## src/rtl/sumres_arb.sv

```systemverilog
// Round-robin arbiter sharing one 8-bit add/subtract datapath between NREQ requesters.
// A grant captures the winner's operands; the registered result follows one cycle later.
module sumres_arb #(
    parameter int NREQ = 4,
    parameter int IDW  = 2
) (
    input  logic              clk,
    input  logic              rst,
    input  logic [NREQ-1:0]   req,
    input  logic [8*NREQ-1:0] op_a,
    input  logic [8*NREQ-1:0] op_b,
    input  logic [NREQ-1:0]   op_sub,
    output logic [NREQ-1:0]   gnt,
    output logic              busy,
    output logic              done,
    output logic [IDW-1:0]    done_id,
    output logic [7:0]        res,
    output logic              sig,
    output logic              ovf,
    output logic              dbg_state
);

    // Handshake: a requester holds req, operands and op_sub stable until it sees
    // its gnt pulse; the grant edge is the capture point. A req still set after
    // that is a fresh request and competes again at the next arbitration.

    typedef enum logic {IDLE = 1'b0, EXEC = 1'b1} state_t;

    state_t         state;
    logic [IDW-1:0] ptr;
    logic [IDW-1:0] win;
    logic [IDW-1:0] win_next;
    logic           win_ok;
    logic [7:0]     a_q;
    logic [7:0]     b_q;
    logic           sub_q;
    logic [IDW-1:0] id_q;
    logic [7:0]     bb;
    logic [8:0]     sum;
    int             j;

    assign dbg_state = logic'(state);

    // Scan from ptr upward with wrap; the first set bit wins.
    always_comb begin
        win    = '0;
        win_ok = 1'b0;
        j      = 0;
        for (int k = 0; k < NREQ; k++) begin
            j = int'(ptr) + k;
            if (j >= NREQ) j = j - NREQ;
            if (!win_ok && req[j]) begin
                win_ok = 1'b1;
                win    = IDW'(j);
            end
        end
    end

    assign win_next = (win == IDW'(NREQ - 1)) ? '0 : win + 1'b1;

    // Subtract is A + ~B + 1, so the carry-out is the inverse of the borrow.
    assign bb  = sub_q ? ~b_q : b_q;
    assign sum = {1'b0, a_q} + {1'b0, bb} + {8'd0, sub_q};

    always_ff @(posedge clk) begin
        if (rst) begin
            state   <= IDLE;
            ptr     <= '0;
            gnt     <= '0;
            busy    <= 1'b0;
            done    <= 1'b0;
            done_id <= '0;
            res     <= '0;
            sig     <= 1'b0;
            ovf     <= 1'b0;
            a_q     <= '0;
            b_q     <= '0;
            sub_q   <= 1'b0;
            id_q    <= '0;
        end else begin
            case (state)
                IDLE: begin
                    done <= 1'b0;
                    gnt  <= '0;
                    if (win_ok) begin
                        a_q      <= op_a[8*win +: 8];
                        b_q      <= op_b[8*win +: 8];
                        sub_q    <= op_sub[win];
                        id_q     <= win;
                        gnt[win] <= 1'b1;
                        ptr      <= win_next;
                        busy     <= 1'b1;
                        state    <= EXEC;
                    end
                end
                EXEC: begin
                    gnt     <= '0;
                    res     <= sum[7:0];
                    sig     <= sub_q ? ~sum[8] : sum[8];
                    ovf     <= (a_q[7] == bb[7]) && (sum[7] != a_q[7]);
                    done_id <= id_q;
                    done    <= 1'b1;
                    busy    <= 1'b0;
                    state   <= IDLE;
                end
                default: state <= IDLE;
            endcase
        end
    end

endmodule

```

## config.mk

```make
export PLATFORM = sky130hd
export DESIGN_NAME = sumres_arb
export DESIGN_NICKNAME = d
export VERILOG_FILES = /design/src/rtl/sumres_arb.sv
export SDC_FILE = /design/constraint.sdc
export NUM_CORES = 1
export LEC_CHECK = 0
export ABC_AREA = 1
export BUFFER_PORTS_ARGS = -buffer_cell sky130_fd_sc_hd__buf_2
export CORE_AREA = 3 3 79 81
export DETAILED_ROUTE_END_ITERATION = 12
export DIE_AREA = 0 0 82 84
export PLACE_DENSITY = 0.79
export RECOVER_POWER = 100
export SYNTH_ARGS = -nofsm -noshare
export SYNTH_HDL_FRONTEND = slang
export SYNTH_SLANG_ARGS = --single-unit
```

## constraint.sdc

```tcl
create_clock -name clk -period 5.4 [get_ports clk]
set_input_delay 0 -clock clk [delete_from_list [all_inputs] [get_ports clk]]
set_output_delay 0 -clock clk [all_outputs]
set_load 0.01 [all_outputs]
```

==> Word-level counts from Yosys, hierarchy flattened <==
Index checks and enable logic that the tools add are counted.
{ "totals": {"regBits": 40, "in_bits": 74, "output_inout_bits": 19, "elab_cells": 89} }
{ "classes": {"n_addsub": 10, "n_lt_le_gt_ge": 10, "eq_ne": 4, "shift": 2, "muxes": 38, "bitwise": 3, "n_reduce_logical": 9} }
{ "op_table": {"columns": ["op", "n"], "rows": [
  ["32-bit by 4-bit < comparator with 1-bit output (second input constant)", 4],
  ["32-bit 2-to-1 mux", 4],
  ["32-bit by 6-bit indexed part select with 8-bit output", 2],
  ["1-bit 2-to-1 mux", 17],
  ["3-bit by 3-bit subtractor with 4-bit output (second input constant)", 3],
  ["1-bit binary-select mux with 2-bit select", 5],
  ["2-bit 2-to-1 mux", 5],
  ["8-bit by 8-bit adder with 9-bit output", 1],
  ["9-bit by 1-bit adder with 9-bit output", 1],
  ["3-bit >= comparator (second input constant)", 3],
  ["8-bit 2-to-1 mux", 1],
  ["8-bit NOT", 1],
  ["4-bit one-hot mux with 2 select lines", 1],
  ["2-bit by 2-bit adder with 3-bit output (second input constant)", 2],
  ["1-bit one-hot mux with 2 select lines", 3],
  ["1-bit logical AND", 5],
  ["4-bit 2-to-1 mux", 1],
  ["2-bit by 3-bit subtractor with 4-bit output (second input constant)", 1],
  ["2-bit by 1-bit adder with 3-bit output (second input constant)", 1],
  ["2-bit by 3-bit >= comparator with 1-bit output (second input constant)", 1],
  ["1-bit logical NOT", 3],
  ["2-bit by 3-bit < comparator with 1-bit output (second input constant)", 1],
  ["2-bit by 1-bit adder with 2-bit output (second input constant)", 1],
  ["1-bit demux with 2-bit select", 1],
  ["7 further kinds", 8]
]} }

==> Logic depth before layout (Yosys ltp) <==
{ "depth": {"depth_word": 21, "mapped_depth": 16, "depth_no_buf": 15} }

==> Least setup slack after synthesis <==
No wires, ideal clock.
{ "synth_timing": {"kind": "register to register", "startpoint": "reg ptr[0]", "endpoint": "reg ptr[1]", "setup_time_ns": 0.119, "arrival_ns": 1.851, "slack_ns": 3.430, "path_stages_with_launch": 13, "n_path_buf": 2, "synth_period_minus_slack_ns": 1.970, "cell_sequence": "dfxtp_1 -> buf_4 -> nand2_1 -> nand3_1 -> nand2_1 -> nor2_4 -> nand3_4 -> nand3_4 -> inv_2 -> buf_2 -> ha_1 -> o21ai_0 -> a21oi_1"} }
{ "synth_via": {"elab_chain_cells": 17} }
{ "synth_lines": {"columns": ["element", "line_no", "text"], "rows": [
  ["start: declaration", "30", "logic [IDW-1:0] ptr;"],
  ["start signal: assignment", "91", "ptr <= win_next;"],
  ["parallel branches: the longest is 14 deep, another holds 3-bit by 3-bit subtractor with 4-bit output", null, null],
  ["2-bit 2-to-1 mux *", "52", "if (!win_ok && req[j]) begin"],
  ["via win[0]", "31", "logic [IDW-1:0] win;"],
  ["2-bit by 1-bit adder with 2-bit output / 2-bit equality test (equally long branches)", "59", "assign win_next = (win == IDW'(NREQ - 1)) ? '0 : win + 1'b1;"],
  ["2-bit 2-to-1 mux *", "59", null],
  ["via win_next[1]", "32", "logic [IDW-1:0] win_next;"]
]} }
Mark *: on every way through the listed nets, which the timed path passes. The select of a mux whose other input is x is not followed.
A chain may end at the register's enable or synchronous reset.

==> Final worst setup path <==
{ "layout_timing": {"startpoint": "reg ptr[0]", "endpoint": "reg b_q[6]"} }
{ "layout_via": {"elab_chain_cells": 16} }
{ "layout_lines": {"columns": ["element", "line_no", "text"], "rows": [
  ["parallel branches: the longest is 16 deep, another holds 3-bit by 3-bit subtractor with 4-bit output", null, null],
  ["end signal: assignment", "87", "b_q <= op_b[8*win +: 8];"],
  ["end: declaration", "35", "logic [7:0] b_q;"]
]} }
Parallel ways; which one is timed is not known. The select of a mux whose other input is x is not followed.

==> metrics.txt <==
pins over their slew limit=0; slowest stage delay, CP=0.80 ns; core area=5540 sq um; port bufs=92; Layout Skew=0.003257 ns; Syn Nets=550; Post-Synthesis Cells=463; Hold Worst Slack=0.0004323 ns; slew margin rel.=0.2298; HP Class=in2reg; vias in the first global route=2831; worst-margin pin slew=1.152 ns; Yosys reg bits=40; Final setup viols=0; CP Cell Sequence=inv_1 > nand2_1 > nand2_1 > nand2_1 > nand2_1 > nor2_4 > nand3_1 > nand3_4 > inv_2 > nand2_1 > nand2_1 > dlygate4sd3_1 > nand2_1 > nand2_1; drt wl/cell=11.10 um; layout cell share with drive strength beyond 1=0.1609; Cell Area, Synth=2768 sq um; Period minus WS final=4.016 ns; Top-Level Pins=93; Critical Path Fanout Max=37; reg2reg end=b_q[6]$_SDFFE_PP0P_; RR Startpoint=ptr[0]$_SDFFE_PP0P_; Distinct cells, synth=28; H-tree levels=2; worst vdd ir=0.2273 mV; 1st-iter DRT viols=122; largest net degree at the start of global routing=38; Worst-path clk slew=0.07 ns; setup TNS=0 ns; post-synthesis sequential area ratio=0.2893; CTS buffer count=5; gr usage total=0.2156; Max clock buf depth=2; diode count=0; Hold EP=b_q[0]$_SDFFE_PP0P_; worst hold start=op_b[24]; crit path launch type=flip-flop; Slowest cell on crit path=nand3_1; CTS sink count=40; PwrDens=631.4 nW/um^2; Fin. Hold Viols=0; drt first pass iters=4; Final GP Congestion=0.8079; Final nets=640; Clk Latency, worst-skew pair=0.29 ns; critical path class=reg2reg; die footprint=6888 sq um; first-pass GRT wire length=12.11 mm; ys async rst share=0; Synth Flop Type=dfxtp_1; CTS tree=built; Routed Wire Length=6.940 mm; Post-synth EDFFs=0; Critical Path RT=5.59 ns; Period Utilization, post-route=0.7438; number of max-cap violations=0; vias per inst=4.886; die width=82 um; Layout area overhead=21.07%; syn_area_per_cell=5.978 sq um; vias=3054; # fillers=554; CP most frequent cell=nand2_1; Rows=27; Worst Setup End Kind=flip-flop; FF-to-FF path depth=14; commonest non-fill, non-tap cell in the layout=nand2_1; initial antenna violation count=0; Initial Utilization=0.4995; Hold Path Depth=5; Max Fclk=0.2490 GHz; Static Leak=0.001961 uW; DRT antenna net count=0; hpwl dp=5.310 mm; root buf cell=clkbuf_8; most frequent cells in the layout=219 x nand2_1, 72 x buf_2, 53 x nand3_1; grt ovf=0; Critical Path AT=4.20 ns; Die H=84 um; RSZ-0062 raised after global routing=false; Ys Warns=0; Worst R2R Setup Slack=1.38 ns; status=completed; DRC viols=0
==> through the flow <==
stage	cells	power, uW	instance area, sq um	utilization	setup WS [ns]
2_1_floorplan	463	1632	2768	-	3.430
3_3_place_gp	611	1887	3237	0.5842	2.632
3_5_place_dp	611	1916	3237	0.5842	2.559
4_1_cts	625	2130	3388	0.6116	2.314
5_1_grt	625	2390	3351	0.6048	1.007
6_report	625	2116	3351	0.6048	1.384
==> worst max-delay path by stage <==
stage          cells past startpoint             endpoint           startpoint  slack (ns)
5_1_grt                           14  b_q[6]$_SDFFE_PP0P_  ptr[0]$_SDFFE_PP0P_        1.01
3_5_place_dp                      12  ptr[1]$_SDFFE_PP0P_  ptr[0]$_SDFFE_PP0P_        2.56
6_report                          14  b_q[6]$_SDFFE_PP0P_  ptr[0]$_SDFFE_PP0P_        1.38
2_1_floorplan                     12  ptr[1]$_SDFFE_PP0P_  ptr[0]$_SDFFE_PP0P_        3.43
3_3_place_gp                      12  ptr[1]$_SDFFE_PP0P_  ptr[0]$_SDFFE_PP0P_        2.63
4_1_cts                           14  a_q[0]$_SDFFE_PP0P_  ptr[0]$_SDFFE_PP0P_        2.31
==> registers in the layout, indices dropped and copies added, names as in the netlist, 2 cells and up <==
| register | count |
|---|---|
| gnt | 4 |
| b_q | 8 |
| ptr | 2 |
| res | 8 |
| done_id | 2 |
| a_q | 8 |
| id_q | 2 |
==> synthesized netlist by cell type (3+ instances only) <==
cell type / count / area share
nand3_1: 52 / 0.094
inv_1: 49 / 0.066
o21ai_0: 17 / 0.031
ha_1: 12 / 0.054
nor2_1: 14 / 0.019
a22o_1: 3 / 0.0095
dfxtp_1: 40 / 0.29
clkbuf_1: 5 / 0.0068
inv_2: 6 / 0.0081
a21oi_1: 8 / 0.014
buf_4: 3 / 0.0081
nand2_1: 219 / 0.30
xor2_1: 9 / 0.028
buf_2: 8 / 0.014
==> critical path, delay by kind of cell, from the launching register on <==
kind | cells | cell delay (ns)
simple gates | 11 | 2.32
buf+inv | 3 | 1.03
flops | 1 | 0.54
==> where the power goes <==
group          internal, uW  switching [uW]  leakage [uW]
sequential              412            84.7      0.000330
clock                  87.4             102     0.0000400
combinational           490             941       0.00159
==> cell families (layout without fill, tap and decap cells) <==
kind of cell,count (synthesis),after routing,synth area share
AO/OA/AOI/OAI,33,33,0.06917
XOR/XNOR,10,10,0.03165
adder cells (fa/ha/maj),13,13,0.06148
buffers and inverters,73,163,0.1067
flip-flops,40,40,0.2893
AND/OR/NAND/NOR,294,294,0.4417
==> timing repair <==
action                    in CTS  in global routing
setup buffers                  0                  0
hold endpoints to repair       5                  0
hold buffers                   7                  0
resized for setup              0                  0
==> layout make-up <==
cell class	instances	area (sq um)	area share
Inverter	57	214.0	0.06385
Tap cell	72	90.09	0.02689
Clock inverter	2	12.51	0.003734
Clock buffer	5	68.82	0.02054
Timing Repair Buffer	99	505.5	0.1509
Sequential cell	40	800.8	0.2390
Multi-Input combinational cell	350	1659	0.4951
==> routing by layer <==
layer	GRT usage	part of all wire
met3	0.04428	0.072
met4	0.04532	0.0081
met5	0	0
met2	0.3461	0.45
met1	0.2943	0.47
No activity file was read; power rests on OpenSTA's default activity.
